## src/rtl/contador_regressivo_7bits_pkg.sv

```systemverilog
// Shared types for the 7-bit down-counter:
// FSM state encoding, default load limit and load saturation.
package contador_regressivo_7bits_pkg;

  typedef enum logic [1:0] {
    ST_IDLE = 2'b00,
    ST_RUN  = 2'b01,
    ST_HOLD = 2'b10,
    ST_DONE = 2'b11
  } estado_t;

  localparam int MAX_LOAD_DEF = 99;

  function automatic logic [6:0] satura(
    input logic [6:0] d,
    input logic [6:0] lim
  );
    return (d > lim) ? lim : d;
  endfunction

endpackage

```

## src/rtl/contador_regressivo_7bits_gerador_tick.sv

```systemverilog
// Prescaler: counts 0..PRESCALE-1 while EN, TICK on terminal count.
// Ports: CLK, RST (async high), EN, CLR (sync), TICK (comb strobe).
module gerador_tick #(
  parameter int PRESCALE = 50
) (
  input  logic CLK,
  input  logic RST,
  input  logic EN,
  input  logic CLR,
  output logic TICK
);

  localparam int W = $clog2(PRESCALE);
  localparam logic [W-1:0] LAST = W'(PRESCALE - 1);

  logic [W-1:0] cnt;
  logic         fim;

  assign fim  = (cnt == LAST);
  assign TICK = EN && fim;

  // Compare-to-terminal: never relies on natural wrap.
  always_ff @(posedge CLK or posedge RST) begin
    if (RST) begin
      cnt <= '0;
    end else if (CLR) begin
      cnt <= '0;
    end else if (EN) begin
      cnt <= fim ? '0 : cnt + 1'b1;
    end
  end

endmodule

```

## src/rtl/contador_regressivo_7bits.sv

```systemverilog
// Loadable 7-bit down-counter with run/pause/done FSM.
// Ports: CLK, RST, LOAD, DATA, START, PAUSE, MIN_IN -> REG, RUNNING, DONE, TICK.
module contador_regressivo_7bits
  import contador_regressivo_7bits_pkg::*;
#(
  parameter int PRESCALE = 50,
  parameter int MAX_LOAD = MAX_LOAD_DEF
) (
  input  logic       CLK,
  input  logic       RST,
  input  logic       LOAD,
  input  logic [6:0] DATA,
  input  logic       START,
  input  logic       PAUSE,
  input  logic       MIN_IN,
  output logic [6:0] REG,
  output logic       RUNNING,
  output logic       DONE,
  output logic       TICK
);

  localparam logic [6:0] LIM = 7'(MAX_LOAD);

  estado_t    st;
  estado_t    st_nxt;
  logic [6:0] reg_nxt;
  logic [6:0] carga;
  logic       tick_nxt;
  logic       pre_en;
  logic       pre_clr;
  logic       pre_fim;

  assign carga = satura(DATA, LIM);

  // PAUSE freezes the prescaler on the same edge it leaves RUN,
  // so a coinciding tick is lost and HOLD keeps the partial count.
  assign pre_en  = (st == ST_RUN) && !PAUSE;
  assign pre_clr = (st == ST_IDLE) || (st == ST_DONE);

  gerador_tick #(
    .PRESCALE(PRESCALE)
  ) u_tick (
    .CLK (CLK),
    .RST (RST),
    .EN  (pre_en),
    .CLR (pre_clr),
    .TICK(pre_fim)
  );

  always_comb begin
    st_nxt   = st;
    reg_nxt  = REG;
    tick_nxt = 1'b0;
    unique case (st)
      ST_IDLE: begin
        if (LOAD) begin
          reg_nxt = carga;
        end else if (START && (REG != '0)) begin
          st_nxt = ST_RUN;
        end
      end
      ST_RUN: begin
        if (PAUSE) begin
          st_nxt = ST_HOLD;
        end else if (pre_fim) begin
          tick_nxt = 1'b1;
          // REG==0 check keeps the count from wrapping
          // even if the detector never fires.
          if (MIN_IN || (REG == '0)) begin
            st_nxt = ST_DONE;
          end else begin
            reg_nxt = REG - 7'd1;
          end
        end
      end
      ST_HOLD: begin
        if (LOAD) begin
          st_nxt  = ST_IDLE;
          reg_nxt = carga;
        end else if (START) begin
          st_nxt = ST_RUN;
        end
      end
      ST_DONE: begin
        if (LOAD) begin
          st_nxt  = ST_IDLE;
          reg_nxt = carga;
        end
      end
    endcase
  end

  always_ff @(posedge CLK or posedge RST) begin
    if (RST) begin
      st   <= ST_IDLE;
      REG  <= '0;
      TICK <= 1'b0;
    end else begin
      st   <= st_nxt;
      REG  <= reg_nxt;
      TICK <= tick_nxt;
    end
  end

  assign RUNNING = (st == ST_RUN);
  assign DONE    = (st == ST_DONE);

endmodule

```

## config.mk

```make
export PLATFORM = sky130hd
export DESIGN_NAME = contador_regressivo_7bits
export DESIGN_NICKNAME = d
export VERILOG_FILES = /design/src/rtl/contador_regressivo_7bits_pkg.sv /design/src/rtl/contador_regressivo_7bits_gerador_tick.sv /design/src/rtl/contador_regressivo_7bits.sv
export SDC_FILE = /design/constraint.sdc
export NUM_CORES = 1
export LEC_CHECK = 0
export CORE_ASPECT_RATIO = 1.4
export CORE_UTILIZATION = 25
export DETAILED_ROUTE_END_ITERATION = 6
export PLACE_DENSITY = 0.45
export SLEW_MARGIN = 30
export SYNTH_ARGS = -nofsm -noshare
export SYNTH_HDL_FRONTEND = slang
export SYNTH_SLANG_ARGS = --single-unit
```

## constraint.sdc

```tcl
create_clock -name CLK -period 4.5 [get_ports CLK]
set_input_delay 1.35 -clock CLK [delete_from_list [all_inputs] [get_ports CLK]]
set_output_delay 1.35 -clock CLK [all_outputs]
set_load 0.05 [all_outputs]
```

==> results.md <==
- Status: finished clean
- CTS Buffer Depth: 2
- Final worst slack: 1.16 ns
- Starting Density: 26.4%
- Max incr delay on CP: 0.86 ns
- DRC: 0
- CP arrival: 1.99 ns
- Final wirelength: 2.73 mm
- Min-delay worst type: reg2reg
- Syn Std Cell Area: 1040 µm²
- Crit Path Class: reg2out
- Final hold viol count: 0
- Setup violators final: 0
- Leak: 0.576 nW
- Yosys Warn Count: 0
- Placer congestion estimate: 0.776
- CP top delay family: buffers and inverters
- Netlist cell types: 31
- Sequential-to-total area share from yosys stat: 38.4%
- Commonest non-fill, non-tap cell in the layout: clkdlybuf4s50_1
- FMAX: 0.299 GHz
- Crit-path slowest cell: clkdlybuf4s50_1
- Clock skew: 0.00357 ns
- Die H: 78.4 µm
- DR WL/cell: 15.1 µm
- Vias in the first global route: 944
- Buffers added on ports: 22
- Least-Margin Pin Slew: 0.665 ns
- Net count after synthesis: 134
- Multi-input gate area: 606 µm²
- Post-CTS Setup Inserts: 0
- Setup_tns: 0 ns
- Post-Place Setup Slack: 1.36 ns
- Syn avg cell area: 9.23 µm²
- Clk slew on worst S/H paths: 0.07 ns
- Slew headroom: 55.6%
- Post-DP HPWL: 2.08 mm
- Antenna violations before repair: 0
- CP max FO: 8
- CP Buf/Inv Count: 2
- Clk_lat worst skew: 0.25 ns
- Post-CTS Resized: 0
- Total track usage: 13.0%
- Die area: 4440 µm²
- Fin. max-slew vios: 0
- Most frequent cells in the layout: clkdlybuf4s50_1 (22), dfrtp_1 (16), o21ai_0 (11)
- # clock sinks: 16
- Num CTS Buffers: 3
- DRT Pass-1 Iters: 4
- Via-to-Cell Ratio: 5.17
- WP data required: 3.15 ns
- Clk root buf: clkbuf_8
- Initial DRC count: 26
- Largest net degree at the start of global routing: 17
- Global-route wire length before repair: 4.49 mm
- Area Growth Syn to Fin: 30.8%
- VDD IR-drop max: 333 µV
- Synth Instances: 113
- Vias: 936
- RSZ-0062 raised after global routing: no
- H-Tree Depth: 1
- Die width: 56.6 µm
- Critical Path Sink Type: output pin
- Final period util: 74.2%
- Critical Path, Cell by Cell: inv_1 -> ha_1 -> clkdlybuf4s50_1
- P per Cell Area: 669 nW/µm²
- Post-CTS Hold Fix Bufs: 0
- CTS tree: done
- Num rows: 27
- Fin util: 34.5%
- Startpoint types: register
- Core area: 3950 µm²
- Ports: 23
- Share of cells above drive strength 1: 7.97%
- Tmin final: 3.34 ns
- Fillers: 419
- FF+latch count, synth: 16
- Antenna Cells: 0
- Post-layout nets: 160
- FF+latch area: 400 µm²
- Max_cap viols: 0
- Gr ovfl total: 0
- DRT antenna net count: 0
## state kept, by name, summed over array words and instances (netlist names)
register	cells
u_tick.cnt	6
REG	7
st	2
TICK	1
## report_power, final
| part | total (mW) | internal, mW | switching, mW | leakage, nW |
|---|---|---|---|---|
| registers | 0.250 | 0.191 | 0.0585 | 0.205 |
| logic | 0.532 | 0.194 | 0.338 | 0.342 |
| clock network | 0.132 | 0.0777 | 0.0542 | 0.0288 |
| total | 0.913 | 0.463 | 0.451 | 0.576 |
## kinds of logic after synthesis
logic type | share of synthesized area, %
adder cells (fa/ha/maj) | 9.59
flip-flops | 38.4
AND/OR/NAND/NOR | 23.4
AO/OA/AOI/OAI | 22.2
multiplexers | 2.88
buffers and inverters | 3.60
## per-stage QoR
stage	cells	hold slack (ns)	cell area, µm²	total power, mW
3_5_place_dp	177	0.480	1310	0.789
3_3_place_gp	177	0.475	1310	0.785
5_1_grt	181	0.525	1370	0.984
4_1_cts	181	0.490	1370	0.928
2_1_floorplan	113	0.445	1040	0.619
6_report	181	0.486	1370	0.913
## Yosys cell counts, drive strengths merged
master  number  area (µm²)
nor4b        1        15.0
a31o         1        8.76
a311oi       2        23.8
nand3b       1        7.51
o22ai        1        6.26
nand2b       3        21.3
nand3        9        50.1
a31oi        3        18.8
nor4         1        21.3
o41ai        1        8.76
buf          1        7.51
a211oi       1        7.51
mux2i        3        30.0
o31ai        3        22.5
o311ai       1        16.3
o21ba        2        20.0
nor3         3        15.0
dfrtp       16         400
nor2         7        26.3
nand2       10        37.5
ha           8         100
o21ai       11        55.1
inv          8        30.0
and3         3        18.8
and2         2        12.5
nor2b        3        18.8
a21oi        8        43.8
## final cells by class
type	count	share of cell area (%)
Tap cell	43	3.94
Sequential cell	16	29.3
Inverter	8	2.20
Clock buffer	4	4.03
Timing Repair Buffer	22	16.1
Multi-Input combinational cell	88	44.4
## worst reg2reg max path, stage by stage, from the launching register on
cell	delay [ns]
dfrtp_1	0.40
inv_1	0.13
ha_1	0.35
nand2b_2	0.12
nor4_4	0.40
and2_1	0.35
nand3_2	0.10
a31o_1	0.22
## final timing paths
kind	start	endpoint	slack, ns	depth (start not counted)
max	st[1]$_DFFE_PP0P_	RUNNING	1.16	3
min	u_tick.cnt[5]$_DFFE_PP0P_	u_tick.cnt[5]$_DFFE_PP0P_	0.49	1
max reg2reg	st[1]$_DFFE_PP0P_	REG[4]$_DFFE_PP0P_	2.32	7
min reg2reg	u_tick.cnt[5]$_DFFE_PP0P_	u_tick.cnt[5]$_DFFE_PP0P_	0.49	1
max in group asynchronous	RST	REG[3]$_DFFE_PP0P_	2.60	2
min in group asynchronous	RST	TICK$_DFF_PP0_	1.48	2
## layer usage
layer	vias up	global-route usage [%]	wire, µm
li1	460	-	-
met1	444	14.8	1100
met2	28	23.4	1470
met3	4	2.14	130
met4	0	5.85	31
met5	-	0	0
Note: power is estimated with default switching activity, not from simulation.
